File: src/rtl/plat_pkg.sv
// Shared types and constants for the multi-platform controller: gadget codes,
// playfield geometry, level ranges and the level-to-pixel size tables.
package plat_pkg;

  typedef enum logic [2:0] {
    EXPAND  = 3'd0,
    SHRINK  = 3'd1,
    FASTER  = 3'd2,
    SLOWER  = 3'd3,
    GRAB    = 3'd4,
    FIRE    = 3'd5,
    BIGGER  = 3'd6,
    SMALLER = 3'd7
  } gadget_e;

  localparam int WALL     = 16;
  localparam int SCREEN_W = 640;

  localparam logic [9:0] X_RST = 10'd320;

  localparam logic [2:0] PLAT_LVL_MIN = 3'd1;
  localparam logic [2:0] PLAT_LVL_MAX = 3'd5;
  localparam logic [2:0] PLAT_LVL_RST = 3'd3;

  localparam logic [1:0] BALL_LVL_MIN = 2'd1;
  localparam logic [1:0] BALL_LVL_MAX = 2'd3;
  localparam logic [1:0] BALL_LVL_RST = 2'd2;

  localparam logic [2:0] SPEED_MIN = 3'd1;
  localparam logic [2:0] SPEED_MAX = 3'd5;
  localparam logic [2:0] SPEED_RST = 3'd3;

  function automatic logic [7:0] plat_hw(input logic [2:0] lvl);
    case (lvl)
      3'd1:    return 8'd8;
      3'd2:    return 8'd16;
      3'd3:    return 8'd32;
      3'd4:    return 8'd64;
      default: return 8'd128;
    endcase
  endfunction

  function automatic logic [5:0] ball_px(input logic [1:0] lvl);
    case (lvl)
      2'd1:    return 6'd3;
      2'd2:    return 6'd5;
      default: return 6'd7;
    endcase
  endfunction

endpackage

File: src/rtl/plat_channel.sv
// One platform channel: X slew/clamp, gadget levels and flags, and the
// req/ack collision snapshot. Optional flag lifetime via PLAT_GADGET_TIMER_EN.
module plat_channel
  import plat_pkg::*;
#(
  parameter int MAX_STEP      = 16,
  parameter int GADGET_FRAMES = 600
) (
  input  logic       clk,
  input  logic       rst_n,
  input  logic       game_start_i,
  input  logic       cal_frame_i,
  input  logic [9:0] gamepad_x_i,
  input  logic       recv_gadget_i,
  input  logic [2:0] gadget_effect_i,
  input  logic       plat_req_i,
  output logic       plat_ack_o,
  output logic [9:0] snap_x_o,
  output logic [7:0] snap_hw_o,
  output logic       grab_o,
  output logic       fire_o,
  output logic [2:0] speed_o,
  output logic [5:0] ball_size_o
);

  localparam logic signed [10:0] WALL_S  = 11'(WALL);
  localparam logic signed [10:0] RIGHT_S = 11'(SCREEN_W - WALL);
  localparam logic signed [10:0] STEP_S  = 11'(MAX_STEP);

  function automatic logic signed [10:0] clamp_s11(input logic signed [10:0] v,
                                                   input logic signed [10:0] lo,
                                                   input logic signed [10:0] hi);
    if (v < lo)      return lo;
    else if (v > hi) return hi;
    else             return v;
  endfunction

  function automatic logic signed [10:0] slew_s11(input logic signed [10:0] cur,
                                                  input logic signed [10:0] tgt,
                                                  input logic signed [10:0] stp);
    logic signed [10:0] diff;
    diff = tgt - cur;
    if (diff > stp)       return cur + stp;
    else if (diff < -stp) return cur - stp;
    else                  return tgt;
  endfunction

  logic [9:0] x_q, x_d;
  logic [2:0] plat_lvl_q, plat_lvl_d;
  logic [1:0] ball_lvl_q, ball_lvl_d;
  logic [2:0] speed_q, speed_d;
  logic       grab_q, grab_d;
  logic       fire_q, fire_d;
  logic       ack_q, ack_d;
  logic [9:0] snap_x_q, snap_x_d;
  logic [7:0] snap_hw_q, snap_hw_d;

  logic [7:0]         hw_cur;
  logic signed [10:0] hw_s, lim_lo, lim_hi, tgt_s, x_slew, x_new;

  // Limits always come from the level held before this cycle's gadget lands.
  assign hw_cur = plat_hw(plat_lvl_q);
  assign hw_s   = $signed({3'b000, hw_cur});
  assign lim_lo = WALL_S + hw_s;
  assign lim_hi = RIGHT_S - hw_s;
  assign tgt_s  = clamp_s11($signed({1'b0, gamepad_x_i}), lim_lo, lim_hi);
  assign x_slew = slew_s11($signed({1'b0, x_q}), tgt_s, STEP_S);
  assign x_new  = clamp_s11(x_slew, lim_lo, lim_hi);

  assign x_d       = cal_frame_i ? x_new[9:0] : x_q;
  assign ack_d     = plat_req_i & ~ack_q;
  assign snap_x_d  = ack_d ? x_q : snap_x_q;
  assign snap_hw_d = ack_d ? hw_cur : snap_hw_q;

`ifdef PLAT_GADGET_TIMER_EN
  localparam int TMR_W = (GADGET_FRAMES > 1) ? $clog2(GADGET_FRAMES + 1) : 1;
  localparam logic [TMR_W-1:0] TMR_LOAD = TMR_W'(GADGET_FRAMES);
  localparam logic [TMR_W-1:0] TMR_ONE  = TMR_W'(1);

  logic [TMR_W-1:0] grab_tmr_q, grab_tmr_d;
  logic [TMR_W-1:0] fire_tmr_q, fire_tmr_d;
`endif

  always_comb begin
    plat_lvl_d = plat_lvl_q;
    ball_lvl_d = ball_lvl_q;
    speed_d    = speed_q;
    grab_d     = grab_q;
    fire_d     = fire_q;
`ifdef PLAT_GADGET_TIMER_EN
    grab_tmr_d = grab_tmr_q;
    fire_tmr_d = fire_tmr_q;
    if (cal_frame_i) begin
      if (grab_tmr_q != '0) begin
        grab_tmr_d = grab_tmr_q - TMR_ONE;
        if (grab_tmr_q == TMR_ONE) grab_d = 1'b0;
      end
      if (fire_tmr_q != '0) begin
        fire_tmr_d = fire_tmr_q - TMR_ONE;
        if (fire_tmr_q == TMR_ONE) fire_d = 1'b0;
      end
    end
`endif
    if (game_start_i) begin
      plat_lvl_d = PLAT_LVL_RST;
      ball_lvl_d = BALL_LVL_RST;
      speed_d    = SPEED_RST;
      grab_d     = 1'b0;
      fire_d     = 1'b0;
`ifdef PLAT_GADGET_TIMER_EN
      grab_tmr_d = '0;
      fire_tmr_d = '0;
`endif
    end else if (recv_gadget_i) begin
      case (gadget_effect_i)
        EXPAND:  if (plat_lvl_q != PLAT_LVL_MAX) plat_lvl_d = plat_lvl_q + 3'd1;
        SHRINK:  if (plat_lvl_q != PLAT_LVL_MIN) plat_lvl_d = plat_lvl_q - 3'd1;
        FASTER:  if (speed_q != SPEED_MAX) speed_d = speed_q + 3'd1;
        SLOWER:  if (speed_q != SPEED_MIN) speed_d = speed_q - 3'd1;
        BIGGER:  if (ball_lvl_q != BALL_LVL_MAX) ball_lvl_d = ball_lvl_q + 2'd1;
        SMALLER: if (ball_lvl_q != BALL_LVL_MIN) ball_lvl_d = ball_lvl_q - 2'd1;
        GRAB: begin
          grab_d = 1'b1;
`ifdef PLAT_GADGET_TIMER_EN
          grab_tmr_d = TMR_LOAD;
`endif
        end
        FIRE: begin
          fire_d = 1'b1;
`ifdef PLAT_GADGET_TIMER_EN
          fire_tmr_d = TMR_LOAD;
`endif
        end
        default: ;
      endcase
    end
  end

  always_ff @(posedge clk or negedge rst_n) begin
    if (!rst_n) begin
      x_q        <= X_RST;
      plat_lvl_q <= PLAT_LVL_RST;
      ball_lvl_q <= BALL_LVL_RST;
      speed_q    <= SPEED_RST;
      grab_q     <= 1'b0;
      fire_q     <= 1'b0;
      ack_q      <= 1'b0;
      snap_x_q   <= X_RST;
      snap_hw_q  <= plat_hw(PLAT_LVL_RST);
    end else begin
      x_q        <= x_d;
      plat_lvl_q <= plat_lvl_d;
      ball_lvl_q <= ball_lvl_d;
      speed_q    <= speed_d;
      grab_q     <= grab_d;
      fire_q     <= fire_d;
      ack_q      <= ack_d;
      snap_x_q   <= snap_x_d;
      snap_hw_q  <= snap_hw_d;
    end
  end

`ifdef PLAT_GADGET_TIMER_EN
  always_ff @(posedge clk or negedge rst_n) begin
    if (!rst_n) begin
      grab_tmr_q <= '0;
      fire_tmr_q <= '0;
    end else begin
      grab_tmr_q <= grab_tmr_d;
      fire_tmr_q <= fire_tmr_d;
    end
  end
`endif

  assign plat_ack_o  = ack_q;
  assign snap_x_o    = snap_x_q;
  assign snap_hw_o   = snap_hw_q;
  assign grab_o      = grab_q;
  assign fire_o      = fire_q;
  assign speed_o     = speed_q;
  assign ball_size_o = ball_px(ball_lvl_q);

endmodule

File: src/rtl/platform_multi_ctrl.sv
// Multi-platform controller: NUM_PLAT independent plat_channel instances.
// Define PLAT_GADGET_TIMER_EN to give GRAB/FIRE a GADGET_FRAMES lifetime.
module platform_multi_ctrl
  import plat_pkg::*;
#(
  parameter int NUM_PLAT      = 2,
  parameter int MAX_STEP      = 16,
  parameter int GADGET_FRAMES = 600,
  parameter int PLAT_Y_BASE   = 460,
  parameter int PLAT_Y_PITCH  = -440
) (
  input  logic                     clk,
  input  logic                     rst_n,
  input  logic                     i_game_start,
  input  logic                     i_cal_frame,
  input  logic [NUM_PLAT-1:0][9:0] i_gamepad_x,
  input  logic [NUM_PLAT-1:0]      i_recv_gadget,
  input  logic [NUM_PLAT-1:0][2:0] i_gadget_effect,
  input  logic [NUM_PLAT-1:0]      i_plat_req,
  output logic [NUM_PLAT-1:0]      o_plat_ack,
  output logic [NUM_PLAT-1:0][9:0] o_plat_x,
  output logic [NUM_PLAT-1:0][9:0] o_plat_y,
  output logic [NUM_PLAT-1:0][7:0] o_plat_hw,
  output logic [NUM_PLAT-1:0]      o_grab,
  output logic [NUM_PLAT-1:0]      o_fireball,
  output logic [NUM_PLAT-1:0][2:0] o_ball_speed,
  output logic [NUM_PLAT-1:0][5:0] o_ball_size
);

  for (genvar k = 0; k < NUM_PLAT; k++) begin : g_plat
    // Platform rows are fixed, so Y is a per-channel constant.
    localparam int Y_K = PLAT_Y_BASE + k * PLAT_Y_PITCH;
    assign o_plat_y[k] = 10'(Y_K);

    plat_channel #(
      .MAX_STEP      (MAX_STEP),
      .GADGET_FRAMES (GADGET_FRAMES)
    ) u_chan (
      .clk             (clk),
      .rst_n           (rst_n),
      .game_start_i    (i_game_start),
      .cal_frame_i     (i_cal_frame),
      .gamepad_x_i     (i_gamepad_x[k]),
      .recv_gadget_i   (i_recv_gadget[k]),
      .gadget_effect_i (i_gadget_effect[k]),
      .plat_req_i      (i_plat_req[k]),
      .plat_ack_o      (o_plat_ack[k]),
      .snap_x_o        (o_plat_x[k]),
      .snap_hw_o       (o_plat_hw[k]),
      .grab_o          (o_grab[k]),
      .fire_o          (o_fireball[k]),
      .speed_o         (o_ball_speed[k]),
      .ball_size_o     (o_ball_size[k])
    );
  end

endmodule

File: config.mk
export PLATFORM = sky130hd
export DESIGN_NAME = platform_multi_ctrl
export DESIGN_NICKNAME = d
export VERILOG_FILES = /design/src/rtl/plat_pkg.sv /design/src/rtl/plat_channel.sv /design/src/rtl/platform_multi_ctrl.sv
export SDC_FILE = /design/constraint.sdc
export NUM_CORES = 1
export LEC_CHECK = 0
export BUFFER_PORTS_ARGS = -buffer_cell sky130_fd_sc_hd__buf_2
export CAP_MARGIN = 20
export CELL_PAD_IN_SITES_DETAIL_PLACEMENT = 0
export CELL_PAD_IN_SITES_GLOBAL_PLACEMENT = 2
export CORE_ASPECT_RATIO = 0.5
export CORE_MARGIN = 8
export CORE_UTILIZATION = 25
export CTS_BUF_LIST = sky130_fd_sc_hd__clkbuf_4 sky130_fd_sc_hd__clkbuf_8
export CTS_CLUSTER_DIAMETER = 50
export DETAILED_ROUTE_END_ITERATION = 7
export GPL_ROUTABILITY_DRIVEN = 0
export PLACE_DENSITY_LB_ADDON = 0.12
export SYNTH_ARGS = -nofsm -noshare
export SYNTH_HDL_FRONTEND = slang
export SYNTH_HIERARCHICAL = 1
export SYNTH_SLANG_ARGS = --single-unit
File: constraint.sdc
create_clock -name clk -period 8.05 [get_ports clk]
set_input_delay 1.61 -clock clk [delete_from_list [all_inputs] [get_ports clk]]
set_output_delay 1.61 -clock clk [all_outputs]
set_load 0.01 [all_outputs]
==> metrics.md, run 1 <==
| Metric | Value |
|---|---|
| # IOs | 114 |
| Post-place instance area | 8720 um2 |
| Hold buffers post-CTS | 0 |
| Setup bufs post-CTS | 0 |
| Worst VDD drop | 0.176 mV |
| Register area | 1830 um2 |
| Worst-Margin Slew | 1.11 ns |
| YS warnings | 6 |
| Slowest stage delay, CP | 0.55 ns |
| Worst path slowest cell | dfstp_2 |
| WL/cell | 17.3 um |
| Xor and xnor fraction of the mapped netlist area | 3.87% |
| Leakage | 4.13 nW |
| Met1 GRT Util | 18.4% |
| Crit path time final | 7.50 ns |
| Setup violations, final | 0 |
| Core Rows | 45 |
| Total global routing overflow | 0 |
| CTS tree | done |
| Sequential element share of the synthesized area | 23.8% |
| Met3 global-route usage | 1.48% |
| Synth top area cells | dfrtp_1, ha_1, dfstp_2 |
| FF+latch count, synth | 72 |
| Met2 Track Usage GR | 21.9% |
| Die Y-Extent | 140 um |
| Crit Path Class | reg2reg |
| Startpoint types | flop |
| Most common cell in the synthesized netlist | ha_1 |
| Clock tree buffer depth | 2 |
| Slew headroom | 24.0% |
| Max_cap viols | 0 |
| Final Max Tran Viols | 0 |
| Die W | 264 um |
| Worst EP arrival | 7.74 ns |
| Distinct cells, synth | 105 |
| Crit share post-route | 93.2% |
| Status | finished, final reports clean |
| Main combinational cell family by area after synthesis | compound AO/OA/AOI/OAI gates |
| Layout cells sized above 1 | 23.5% |
| Cell count after synthesis | 898 |
| Die area | 36900 um2 |
| Top-area cell type share of the netlist area | 17.0% |
| Via Count | 6769 |
| Worst min path class | reg2reg |
| Synth cell count leaders | ha_1, nand2_1, inv_1, nor2_1, a21oi_1 |
| Post-route ant nets | 0 |
| First-pass GRT wire length | 39.3 mm |
| Req. time, crit path | 8.29 ns |
| Mean Syn Cell Area | 8.54 um2 |
| Post-Route Skew | 0.0133 ns |
| Nets | 1149 |
| Total core area | 30200 um2 |
| GRT Overall Usage | 13.1% |
| WHS Path Cells | 2 |
| Critical path endpoint category | flop |
| EDFF count, synth | 0 |
| Pwr/cell area | 477 nW/um2 |
| Pin count of the biggest net entering global routing | 66 |
| CTS clk-pin slew, worst paths | 0.08 ns |
| Port bufs | 79 |
| Root buffer cell | clkbuf_8 |
| Number of global-route vias before repair | 6776 |
| Worst-path fanout max | 8 |
| Dpl hpwl | 20.1 mm |
| Initial antenna violation count | 0 |
| CP dominant cell by count | ha_1 |
| Top_reg_cell synth | dfrtp_1 |
| Synthesized-area fraction occupied by adder cells | 16.2% |
| Mux cell area share after synthesis | 4.36% |
| DR vias/cell | 4.76 |
| Clk Latency, worst-skew pair | 0.36 ns |
| Layout fillers | 3291 |
| Clk sink count | 72 |
| Largest area contributor in the netlist | dfrtp_1 |
| Hold Slack | 0.488 ns |
| Synthesized area | 7670 um2 |
| Synth Area in Compound Gates | 24.1% |
| Total power | 4.27 mW |
| Final wirelength | 24.6 mm |
| Detailed-route DRC error count | 0 |
| Global route hottest layer | met2 |
| Synth Area in Simple Gates | 19.0% |
| Post-synth ARST share | 100% |
| Initial Util | 25.4% |
| Register-to-Register Path Depth | 31 |
| P&R area growth vs syn | 16.8% |
| TritonCTS Buffers | 9 |
| Peak Freq | 133 MHz |
| Hold Vio Cnt, Final | 0 |
| Number of diodes | 0 |
| Design area | 8960 um2 |
| Area of the multi-input gates | 5380 um2 |
| Initial drt markers | 425 |
| H-Tree Depth | 3 |
| Post-cts resize count | 0 |
| Drt pass-1 iters | 6 |
layout make-up:
cell class / count / area share, %
Sequential cell: 72 / 20.4
Multi-Input combinational cell: 728 / 60.0
Timing Repair Buffer: 134 / 9.05
Clock buffer: 10 / 1.47
Inverter: 72 / 3.02
Tap cell: 399 / 5.57
Clock inverter: 6 / 0.475
worst max-delay path: cells and delay by family, from the launching register on:
family	cells	cell delay, ns
adder cells (fa/ha/maj)	5	1.31
AND/OR/NAND/NOR	8	1.82
multiplexers	1	0.07
buffers and inverters	5	0.53
AO/OA/AOI/OAI	12	3.07
flip-flops	1	0.55
power by group:
part	switching [mW]	leakage, nW	internal, mW
logic	2.00	3.14	1.46
clock network	0.151	0.0865	0.116
registers	0.0863	0.899	0.467
layout by cell type (no fill, tap or decap), types with 21 or more instances in the layout:
| cell | instances |
|---|---|
| nand2_1 | 87 |
| conb_1 | 36 |
| buf_4 | 56 |
| nand3_1 | 26 |
| buf_2 | 78 |
| inv_1 | 70 |
| nor2_1 | 58 |
| dfrtp_1 | 52 |
| mux2i_1 | 21 |
| o21ai_0 | 49 |
| ha_1 | 94 |
| a21oi_1 | 53 |
per-layer routing:
layer  wire, um  vias to the layer above
met3        506                       14
met1      12400                     3214
li1           -                     3425
met5          0                        -
met4        174                        0
met2      11600                      116
worst paths after layout:
path                                                 to                      startpoint  slack [ns]
setup / recovery                g_plat[1].u_chan/x_q[7]  g_plat[1].u_chan/plat_lvl_q[1]        0.55
hold / removal             g_plat[1].u_chan/snap_x_o[9]    g_plat[1].u_chan/snap_x_o[9]        0.49
setup reg to reg                g_plat[1].u_chan/x_q[7]  g_plat[1].u_chan/plat_lvl_q[1]        0.55
hold reg to reg            g_plat[1].u_chan/snap_x_o[9]    g_plat[1].u_chan/snap_x_o[9]        0.49
max in group asynchronous       g_plat[1].u_chan/x_q[7]                           rst_n        5.90
min in group asynchronous       g_plat[0].u_chan/grab_o                           rst_n        1.06
sequential cells by signal, summed over array words and instances (netlist names):
name / flops
g_plat.u_chan/snap_x_o: 20
g_plat.u_chan/ball_lvl_q: 4
g_plat.u_chan/speed_o: 6
g_plat.u_chan/grab_o: 2
g_plat.u_chan/plat_ack_o: 2
g_plat.u_chan/fire_o: 2
g_plat.u_chan/x_q: 20
g_plat.u_chan/plat_lvl_q: 6
g_plat.u_chan/snap_hw_o: 10
kinds of logic after synthesis:
kind of cell	Yosys count
mux	32
flops	72
buf+inv	128
fa+ha+maj	98
compound gates	244
other cells	6
xor+xnor	33
simple gates	285
stage by stage:
step,setup TNS [ns],std cells,setup slack [ns],util (%)
CTS,0,1421,0.140,29.4
detailed placement,-0.117,1405,-0.0761,28.8
global route,-0.00417,1421,-0.00416,29.6
floorplan,0,928,0.577,-
global placement,-0.0410,1405,-0.0410,28.8
finish,0,1421,0.548,29.6
(Power assumes the default switching activity.)
==> inputs of run 2 (changes only) <==
--- a/config.mk
+++ b/config.mk
@@ -16,7 +16,7 @@
 export CTS_CLUSTER_DIAMETER = 50
 export DETAILED_ROUTE_END_ITERATION = 7
 export GPL_ROUTABILITY_DRIVEN = 0
-export PLACE_DENSITY_LB_ADDON = 0.12
+export PLACE_DENSITY_LB_ADDON = 0.25
 export SYNTH_ARGS = -nofsm -noshare
 export SYNTH_HDL_FRONTEND = slang
 export SYNTH_HIERARCHICAL = 1
==> run 2 against run 1 <==
Final cell count down 0.84%; sequential share of layout area up 0.12 points; sequential cell count unchanged; sequential power down 0.9%; critical path depth unchanged; clock power up 13%; worst hold slack worse by 0.010 ns; critical path type unchanged; critical endpoint is now g_plat[0].u_chan/x_q[6]; highest routed layer unchanged.
==> metrics.md, run 2 (synthesis results as in run 1) <==
| Metric | Value |
|---|---|
| Status | finished, final reports clean |
| Post-cts resize count | 0 (unchanged) |
| P&R area growth vs syn | 16.1% |
| Post-Route Skew | 0.0190 ns (+0.00562 ns) |
| Combinational share of power | 79.9% (-0.9 points) |
| Clk Latency, worst-skew pair | 0.37 ns (about the same) |
| Root buffer cell | clkbuf_8 |
| Worst-Margin Slew | 1.00 ns (-0.109 ns) |
| Startpoint types | flop |
| Final wirelength | 23.7 mm (-3.8%) |
| Hold buffers post-CTS | 0 (unchanged) |
| HP Start | g_plat[0].u_chan/snap_x_o[1] |
| H-Tree Depth | 3 (unchanged) |
| Layout fillers | 3254 (-1.1%) |
| Dpl hpwl | 19.2 mm (-4.5%) |
| CTS clk-pin slew, worst paths | 0.09 ns (about the same) |
| Die Y-Extent | 140 um (unchanged) |
| Detailed-route DRC error count | 0 (unchanged) |
| Worst-path fanout max | 10 (+2) |
| Reg-to-Reg Start | g_plat[0].u_chan/plat_lvl_q[1] |
| Crit share post-route | 93.0% (-0.15 points) |
| Number of global-route vias before repair | 6736 (-0.59%) |
| First-pass GRT wire length | 37.5 mm (-4.5%) |
| Number of diodes | 0 (unchanged) |
| Register area | 1830 um2 (unchanged) |
| Hold Vio Cnt, Final | 0 (unchanged) |
| Cells after DPL | 1391 (-1.0%) |
| Area of the multi-input gates | 5390 um2 (+0.35%) |
| # IOs | 114 (unchanged) |
| Peak Freq | 134 MHz (+0.16%) |
| Die area | 36900 um2 (unchanged) |
| Clock tree buffer depth | 2 (unchanged) |
| WL/cell | 16.8 um (-3.0%) |
| Worst VDD drop | 0.165 mV (-6.1%) |
| Core Rows | 45 (unchanged) |
| Slowest stage delay, CP | 0.56 ns (about the same) |
| Initial antenna violation count | 0 (unchanged) |
| Setup bufs post-CTS | 0 (unchanged) |
| Final Max Tran Viols | 0 (unchanged) |
| Worst setup path startpoint | g_plat[0].u_chan/plat_lvl_q[1] |
| Nets | 1137 (-1.0%) |
| P_sw | 2.23 mW (-0.33%) |
| Total core area | 30200 um2 (unchanged) |
| Clk pwr share | 7.1% (+0.8 points) |
| Initial drt markers | 487 (+15%) |
| Layout cells sized above 1 | 22.4% (-1.1 points) |
| Pin count of the biggest net entering global routing | 73 (+11%) |
| TritonCTS Buffers | 9 (unchanged) |
| Worst min path class | reg2reg |
| Critical path endpoint category | flop |
| Design area | 8900 um2 (-0.60%) |
| GRT Overall Usage | 12.5% (-0.69 points) |
| Port bufs | 79 (unchanged) |
| Fin cells | 1409 (-0.84%) |
| Post-route ant nets | 0 (unchanged) |
| Drt pass-1 iters | 7 (+1) |
| Clk sink count | 72 (unchanged) |
| Pwr/cell area | 474 nW/um2 (-0.60%) |
| Via Count | 6830 (+0.90%) |
| Internal cell power | 2.00 mW (-2.2%) |
| Post-place instance area | 8620 um2 (-1.2%) |
| Final WS setup | 0.560 ns (+0.0120 ns) |
| Total power | 4.22 mW (-1.2%) |
| CTS tree | done |
| Setup violations, final | 0 (unchanged) |
| Sw frac | 52.7% (+0.46 points) |
| CP dominant cell by count | ha_1 |
| Crit Path Class | reg2reg |
| Initial Util | 25.4% (unchanged) |
| DR vias/cell | 4.85 (+1.8%) |
| Sequential power share | 13.0% (about the same) |
| Setup_tns | 0 ns (unchanged) |
| Die W | 264 um (unchanged) |
| Req. time, crit path | 8.32 ns (+0.03 ns) |
| Total global routing overflow | 0 (unchanged) |
| Crit path time final | 7.49 ns (-0.0120 ns) |
| Worst path slowest cell | dfstp_2 |
| Worst EP arrival | 7.76 ns (+0.02 ns) |
| Setup WS pre-CTS | 0.109 ns (+0.185 ns) |
| Most common cell after layout, fill and taps aside | ha_1 |
| Slew headroom | 33.2% (+9.2 points) |
| Leakage | 4.08 nW (-1.2%) |
| Commonest cells after routing, fill and taps aside | ha_1, nand2_1, buf_2 |
| Max_cap viols | 0 (unchanged) |
run 2: power groups by stage:
stage	sequential [mW]	combinational (mW)	clock, mW
after floorplan	0.553	2.36	0
after global placement	0.556	3.27	0
after detailed placement	0.556	3.27	0
after CTS	0.550	3.29	0.320
after global routing	0.562	3.72	0.333
final	0.549	3.37	0.301
run 2: final timing paths:
kind | to | slack, ns | depth (start not counted)
setup reg to reg | g_plat[0].u_chan/x_q[6] | 0.56 | 31
max in group asynchronous | g_plat[1].u_chan/x_q[4] | 5.98 | 1
hold / removal | g_plat[0].u_chan/snap_x_o[1] | 0.48 | 2
setup / recovery | g_plat[0].u_chan/x_q[6] | 0.56 | 31
hold reg to reg | g_plat[0].u_chan/snap_x_o[1] | 0.48 | 2
min in group asynchronous | g_plat[0].u_chan/fire_o | 1.36 | 1
run 2: worst max-delay path: cells and delay by family, from the launching register on:
family / cells / cell delay [ns]
fa+ha+maj: 4 / 1.36
simple gates: 9 / 2.15
flops: 1 / 0.56
compound gates: 14 / 2.57
mux: 1 / 0.28
buf+inv: 3 / 0.46
run 2: metrics by stage:
| stage | util [%] | hold slack, ns |
|---|---|---|
| after global placement | 28.5 | 0.462 |
| after detailed placement | 28.5 | 0.466 |
| after global routing | 29.4 | 0.500 |
| after floorplan | - | 0.456 |
| after CTS | 29.2 | 0.482 |
| final | 29.4 | 0.478 |
run 2: final cells by class:
cell class	instances	area share [%]
repair buffers	121	7.97
clock inverters	7	0.885
multi-input cells	729	60.6
flip-flops and latches	72	20.5
well taps	399	5.61
clock buffers	9	1.39
inverters	72	3.04
run 2: per-layer routing:
layer,global-route usage [%],vias up,wire length (um)
met5,0,-,0
met4,2.46,0,208
met1,16.6,3298,11600
met3,1.67,16,596
li1,-,3401,-
met2,21.4,115,11300
